**config.mk**
```make
export PLATFORM = sky130hd
export DESIGN_NAME = mem_port_arbiter
export DESIGN_NICKNAME = d
export VERILOG_FILES = /design/src/rtl/mem_port_arbiter_pkg.sv /design/src/rtl/mem_port_arbiter_wait_timer.sv /design/src/rtl/mem_port_arbiter.sv
export SDC_FILE = /design/constraint.sdc
export NUM_CORES = 1
export LEC_CHECK = 0
export BUFFER_PORTS_ARGS = -buffer_cell sky130_fd_sc_hd__buf_2
export CORE_MARGIN = 4
export CORE_UTILIZATION = 30
export DETAILED_ROUTE_END_ITERATION = 7
export PLACE_DENSITY_LB_ADDON = 0.3
export SLEW_MARGIN = 5
export SYNTH_ARGS = -nofsm -noshare
export SYNTH_HDL_FRONTEND = slang
export SYNTH_HIERARCHICAL = 1
export SYNTH_SLANG_ARGS = --single-unit
```
**constraint.sdc**
```tcl
create_clock -name clk -period 4.52 [get_ports clk]
set_input_delay 0.678 -clock clk [delete_from_list [all_inputs] [get_ports clk]]
set_output_delay 0.678 -clock clk [all_outputs]
set_load 0.03 [all_outputs]
```
**src/rtl/mem_port_arbiter_pkg.sv**
```systemverilog
`default_nettype none
// -----------------------------------------------------------------------------
// mem_port_arbiter_pkg : shared types for the IF/MEM unified-memory arbiter | rev 1.0
// -----------------------------------------------------------------------------
package mem_port_arbiter_pkg;

  localparam int ARB_ADDR_W  = 8;
  localparam int ARB_DATA_W  = 32;
  localparam int ARB_TIMEOUT = 64;

  typedef logic [ARB_ADDR_W-1:0] addr_port;
  typedef logic [ARB_DATA_W-1:0] data_port;
  typedef logic [ARB_DATA_W-1:0] inst_port;

  typedef enum logic [1:0] {IDLE, DATA, FETCH, DRAIN} arb_state_t;
  typedef enum logic [0:0] {GRANT_FETCH, GRANT_DATA}  grant_t;

  function automatic grant_t other_side(input grant_t g);
    return (g == GRANT_FETCH) ? GRANT_DATA : GRANT_FETCH;
  endfunction

endpackage
`default_nettype wire

```
**src/rtl/mem_port_arbiter_wait_timer.sv**
```systemverilog
`default_nettype none
// -----------------------------------------------------------------------------
// arb_wait_timer : counts cycles spent waiting for mem_ack | rev 1.0
// -----------------------------------------------------------------------------
module arb_wait_timer
  import mem_port_arbiter_pkg::*;
#(
  parameter int TIMEOUT = ARB_TIMEOUT
) (
  input  logic clk,
  input  logic rst_n,
  input  logic clear_i,
  input  logic enable_i,
  output logic expired_o
);

  localparam int CNT_W = $clog2(TIMEOUT + 1);
  localparam logic [CNT_W-1:0] C_LAST = CNT_W'(TIMEOUT - 1);

  logic [CNT_W-1:0] cnt_q;
  logic [CNT_W-1:0] cnt_d;

  always_comb begin
    cnt_d = cnt_q;
    if (clear_i) begin
      cnt_d = '0;
    end else if (enable_i) begin
      cnt_d = cnt_q + CNT_W'(1);
    end
  end

  always_ff @(posedge clk or negedge rst_n) begin
    if (!rst_n) begin
      cnt_q <= '0;
    end else begin
      cnt_q <= cnt_d;
    end
  end

  // Fires in the waiting cycle that brings the count up to TIMEOUT.
  assign expired_o = enable_i && !clear_i && (cnt_q == C_LAST);

endmodule
`default_nettype wire

```
**src/rtl/mem_port_arbiter.sv**
```systemverilog
`default_nettype none
// -----------------------------------------------------------------------------
// mem_port_arbiter : round-robin IF/MEM access to one single-ported memory | rev 1.0
// -----------------------------------------------------------------------------
module mem_port_arbiter
  import mem_port_arbiter_pkg::*;
#(
  parameter int ADDR_W  = ARB_ADDR_W,
  parameter int DATA_W  = ARB_DATA_W,
  parameter int TIMEOUT = ARB_TIMEOUT
) (
  input  logic              clk,
  input  logic              rst_n,
  input  logic              if_req_i,
  input  logic [ADDR_W-1:0] if_addr_i,
  output logic              if_valid_o,
  output logic [DATA_W-1:0] if_rdata_o,
  input  logic              branch_flag_i,
  input  logic              dm_req_i,
  input  logic              dm_we_i,
  input  logic [ADDR_W-1:0] dm_addr_i,
  input  logic [DATA_W-1:0] dm_wdata_i,
  output logic              dm_valid_o,
  output logic [DATA_W-1:0] dm_rdata_o,
  output logic              stall_o,
  output logic              mem_req_o,
  output logic              mem_we_o,
  output logic [ADDR_W-1:0] mem_addr_o,
  output logic [DATA_W-1:0] mem_wdata_o,
  input  logic              mem_ack_i,
  input  logic [DATA_W-1:0] mem_rdata_i,
  output logic              err_o
);

  arb_state_t        state_q, state_d;
  grant_t            last_grant_q, last_grant_d;
  logic              mem_req_q, mem_req_d;
  logic              mem_we_q, mem_we_d;
  logic [ADDR_W-1:0] mem_addr_q, mem_addr_d;
  logic [DATA_W-1:0] mem_wdata_q, mem_wdata_d;
  logic              if_valid_q, if_valid_d;
  logic [DATA_W-1:0] if_rdata_q, if_rdata_d;
  logic              dm_valid_q, dm_valid_d;
  logic [DATA_W-1:0] dm_rdata_q, dm_rdata_d;
  logic              err_q, err_d;

  logic   w_dm_pend, w_if_pend;
  grant_t w_grant;
  logic   w_tmr_clear, w_tmr_en, w_tmr_expired;

  // A request still high during its own valid cycle has already been served.
  assign w_dm_pend = dm_req_i && !dm_valid_q;
  assign w_if_pend = if_req_i && !if_valid_q && !branch_flag_i;
  assign stall_o   = w_dm_pend || w_if_pend;

  arb_wait_timer #(.TIMEOUT(TIMEOUT)) u_timer (
    .clk      (clk),
    .rst_n    (rst_n),
    .clear_i  (w_tmr_clear),
    .enable_i (w_tmr_en),
    .expired_o(w_tmr_expired)
  );

  always_comb begin
    state_d      = state_q;
    last_grant_d = last_grant_q;
    mem_req_d    = mem_req_q;
    mem_we_d     = mem_we_q;
    mem_addr_d   = mem_addr_q;
    mem_wdata_d  = mem_wdata_q;
    if_valid_d   = 1'b0;
    if_rdata_d   = if_rdata_q;
    dm_valid_d   = 1'b0;
    dm_rdata_d   = dm_rdata_q;
    err_d        = err_q;
    w_tmr_clear  = 1'b0;
    w_tmr_en     = 1'b0;
    w_grant      = GRANT_FETCH;

    if (w_dm_pend && w_if_pend) begin
      w_grant = other_side(last_grant_q);
    end else if (w_dm_pend) begin
      w_grant = GRANT_DATA;
    end

    case (state_q)
      IDLE: begin
        if (w_dm_pend || w_if_pend) begin
          last_grant_d = w_grant;
          mem_req_d    = 1'b1;
          w_tmr_clear  = 1'b1;
          if (w_grant == GRANT_DATA) begin
            state_d     = DATA;
            mem_we_d    = dm_we_i;
            mem_addr_d  = dm_addr_i;
            mem_wdata_d = dm_wdata_i;
          end else begin
            state_d    = FETCH;
            mem_we_d   = 1'b0;
            mem_addr_d = if_addr_i;
          end
        end
      end
      DATA: begin
        w_tmr_en = 1'b1;
        if (mem_ack_i) begin
          state_d    = IDLE;
          mem_req_d  = 1'b0;
          dm_valid_d = 1'b1;
          if (!mem_we_q) dm_rdata_d = mem_rdata_i;
        end else if (w_tmr_expired) begin
          state_d    = IDLE;
          mem_req_d  = 1'b0;
          err_d      = 1'b1;
          dm_valid_d = 1'b1;
          dm_rdata_d = '0;
        end
      end
      FETCH: begin
        w_tmr_en = 1'b1;
        if (mem_ack_i) begin
          state_d   = IDLE;
          mem_req_d = 1'b0;
          if (!branch_flag_i) begin
            if_valid_d = 1'b1;
            if_rdata_d = mem_rdata_i;
          end
        end else if (branch_flag_i) begin
          // The memory cannot be aborted, so keep the request up and discard its reply.
          state_d     = DRAIN;
          w_tmr_clear = 1'b1;
        end else if (w_tmr_expired) begin
          state_d    = IDLE;
          mem_req_d  = 1'b0;
          err_d      = 1'b1;
          if_valid_d = 1'b1;
          if_rdata_d = '0;
        end
      end
      DRAIN: begin
        w_tmr_en = 1'b1;
        if (mem_ack_i) begin
          state_d   = IDLE;
          mem_req_d = 1'b0;
        end else if (w_tmr_expired) begin
          state_d   = IDLE;
          mem_req_d = 1'b0;
          err_d     = 1'b1;
        end
      end
      default: state_d = IDLE;
    endcase
  end

  always_ff @(posedge clk or negedge rst_n) begin
    if (!rst_n) begin
      state_q      <= IDLE;
      last_grant_q <= GRANT_FETCH;
      mem_req_q    <= 1'b0;
      mem_we_q     <= 1'b0;
      mem_addr_q   <= '0;
      mem_wdata_q  <= '0;
      if_valid_q   <= 1'b0;
      if_rdata_q   <= '0;
      dm_valid_q   <= 1'b0;
      dm_rdata_q   <= '0;
      err_q        <= 1'b0;
    end else begin
      state_q      <= state_d;
      last_grant_q <= last_grant_d;
      mem_req_q    <= mem_req_d;
      mem_we_q     <= mem_we_d;
      mem_addr_q   <= mem_addr_d;
      mem_wdata_q  <= mem_wdata_d;
      if_valid_q   <= if_valid_d;
      if_rdata_q   <= if_rdata_d;
      dm_valid_q   <= dm_valid_d;
      dm_rdata_q   <= dm_rdata_d;
      err_q        <= err_d;
    end
  end

  assign mem_req_o   = mem_req_q;
  assign mem_we_o    = mem_we_q;
  assign mem_addr_o  = mem_addr_q;
  assign mem_wdata_o = mem_wdata_q;
  assign if_valid_o  = if_valid_q;
  assign if_rdata_o  = if_rdata_q;
  assign dm_valid_o  = dm_valid_q;
  assign dm_rdata_o  = dm_rdata_q;
  assign err_o       = err_q;

endmodule
`default_nettype wire
```
==> out/summary.txt <==
Reg2Reg Depth: 7
Placed insts: 738
Sequential cell area: 2980 µm²
Worst hold path class: input port to asynchronous set/reset pin
Commonest cells post-synth: 119 x dfrtp_1, 95 x mux2_2, 32 x and2_1
CP Launch Type: input port
Post-CTS Hold Buffers: 0
TritonCTS Buffers: 17
Syn_nets: 428
# setup viols final: 0
Non-Filler Instances: 771
Placed Area: 6090 µm²
Status: finished clean
RSZ-0062 raised after global routing: false
VDD IR max: 0.000356 V
Synth Warn #: 6
Initial Utilization: 0.309
Crit Path Max Fanout: 33
Final worst slack: 1.44 ns
GRT overflow: 0
Clock sinks: 119
Post-DRT Antenna Nets: 0
GRT Total Usage: 0.138
Clk slew on worst S/H paths: 0.06 ns
Final Skew: 0.00844 ns
Post-Syn Area: 4940 µm²
Critical path class: input port to register
Die ar.: 18,600 µm²
Die X: 136 µm
Worst-margin pin slew: 1.13 ns
# IOs: 197
Setup WS pre-CTS: 1.01 ns
Global-route wire length before repair: 19,800 µm
Routed vias: 3,469
Worst setup EP type: register
Post-synthesis sequential element count: 119
Post-synth EDFFs: 0
FP Rows: 46
Detailed placer's ending HPWL: 8850 µm
Synth top area share: 0.603
Antenna violations before repair: 1
Port bufs: 196
Crit share post-route: 0.682
TritonRoute pass-1 iters: 4
Synth area leaders: dfrtp_1 60%, mux2_2 22%, and2_1 4.1%
Share of cells above drive strength 1: 0.605
Top-count cell post-synth: dfrtp_1
Starting DRT DRC Count: 90
CTS resizes: 0
DRC violations left: 0
Setup TNS: 0 ns
Crit-path cells: buf_2 -> or3b_2 -> nand2_1 -> o211a_1 -> nor3_1 -> nor2_1 -> or3_2 -> mux2_2
PwrDens: 844 nW/µm²
Clock root cell: clkbuf_16
Fmax: 324 MHz
Sw Ratio: 0.408
Clk pwr share: 0.248
Yosys top cell by area: dfrtp_1
Area Growth Syn to Fin: 36.0%
# H-tree levels: 4
Max stage delay on crit path: 0.83 ns
Sequential power share: 0.322
Cells after Synth: 340
Mapped Avg Cell Area: 14.5 µm²
Drt total wl: 12,300 µm
Leakage dissipation: 3.42 nW
Max Cap Violations: 0
Critical path required time: 4.81 ns
Area occupied by multi-input gates: 1800 µm²
# Post-CTS Setup Buffers: 0
Post-layout min period: 3.08 ns
Final Max Tran Viols: 0
Slew headroom: 0.247
Post-synth ARST share: 1.00
Core Region: 16,000 µm²
CTS tree: done
Fillers: 1,529
Post-route cell area: 6720 µm²
Fin. Hold Viols: 0
Dominant synthesized flop cell: dfrtp_1
Sw power: 0.00231 W
Max clock buf depth: 2
Worst EP arrival: 3.37 ns
Gpl congestion: 0.725
Via density: 4.50
Comb pwr share: 0.430
Die Y: 136 µm
NumNets Final: 629
Sequential area share after synthesis: 0.603
Library cells used by synthesis: 37
Clock latency on the worst-skew pair: 0.41 ns
Largest net degree at the start of global routing: 55
Pint: 0.00336 W
Vias in the first global route: 3,731
Routed len/inst: 16.0 µm
CP max stage cell: or3_2
registers in the layout, indices dropped and copies added, names as in the netlist:
name           count
dm_rdata_o        32
dm_valid_o         1
err_o              1
if_rdata_o        32
if_valid_o         1
last_grant_q       1
mem_addr_o         8
mem_req_o          1
mem_wdata_o       32
mem_we_o           1
state_q            2
u_timer/cnt_q      7
layout by cell type, fill, tap and decap left out, types with 2 or more instances in the layout:
master and n:
nor3_1 3, nor2_1 7, nand2b_1 3, buf_2 195, clkinvlp_4 5, clkbuf_16 17, a221o_1 8, xor2_1 3
clkinv_2 2, clkbuf_8 4, o21ai_0 3, a31o_2 2, nor3b_1 2, dfrtp_1 119, mux2_1 2, and2_1 32
a21oi_1 3, inv_1 4, nand2_1 5, nor4b_1 8, buf_4 7, a21o_1 3, bufinv_16 3, mux2_2 95
nand4_1 2
critical path: cells and delay by family:
kind,cells,cell delay (ns)
and+or+nand+nor,5,1.76
muxes,1,0.41
AOI/OAI and AO/OA,1,0.32
buffers and inverters,1,0.16
per-layer routing:
metal  wire, µm  global-route usage
met5          0                   0
met4        148              0.0381
met3       1270              0.0670
met2       5670               0.217
met1       5260               0.169
logic make-up after synthesis:
kind of cell,Yosys count,share of synthesized area
xor gates and xnor gates,4,0.00709
AOI/OAI and AO/OA,24,0.0423
buffers and inverters,24,0.0337
adders and majority gates,1,0.00253
muxes,98,0.223
and+or+nand+nor,70,0.0884
DFF,119,0.603
final timing paths:
path                                  endpoint  slack [ns]          start
worst max-delay path            if_rdata_o[20]        1.44  branch_flag_i
worst min-delay path            dm_rdata_o[12]        0.31          rst_n
worst max register to register  if_rdata_o[20]        1.44     if_valid_o
worst min register to register           err_o        0.48          err_o
max in group asynchronous       if_rdata_o[16]        3.03          rst_n
min in group clk                         err_o        0.48          err_o
cell type report:
type | instances | area share
Tap cell | 216 | 0.0402
Multi-Input combinational cell | 197 | 0.267
Sequential cell | 119 | 0.443
Inverter | 4 | 0.00224
Timing Repair Buffer | 202 | 0.153
Antenna cell | 1 | 0.000373
Clock inverter | 11 | 0.0218
Clock buffer | 21 | 0.0715
metrics by stage:
stage	power [W]	hold slack, ns	utilization
floorplan	0.00358	0.382	-
global placement	0.00426	0.463	0.381
detailed placement	0.00431	0.475	0.381
CTS	0.00575	0.332	0.420
global route	0.00600	0.358	0.420
finish	0.00567	0.311	0.420
power by group through the flow:
stage,logic (W),clock network [W],registers [W]
finish,0.00244,0.00140,0.00183
global route,0.00260,0.00150,0.00190
CTS,0.00247,0.00145,0.00184
detailed placement,0.00247,0,0.00184
global placement,0.00243,0,0.00183
floorplan,0.000786,0,0.00279
No activity file was read; power rests on OpenSTA's default activity.
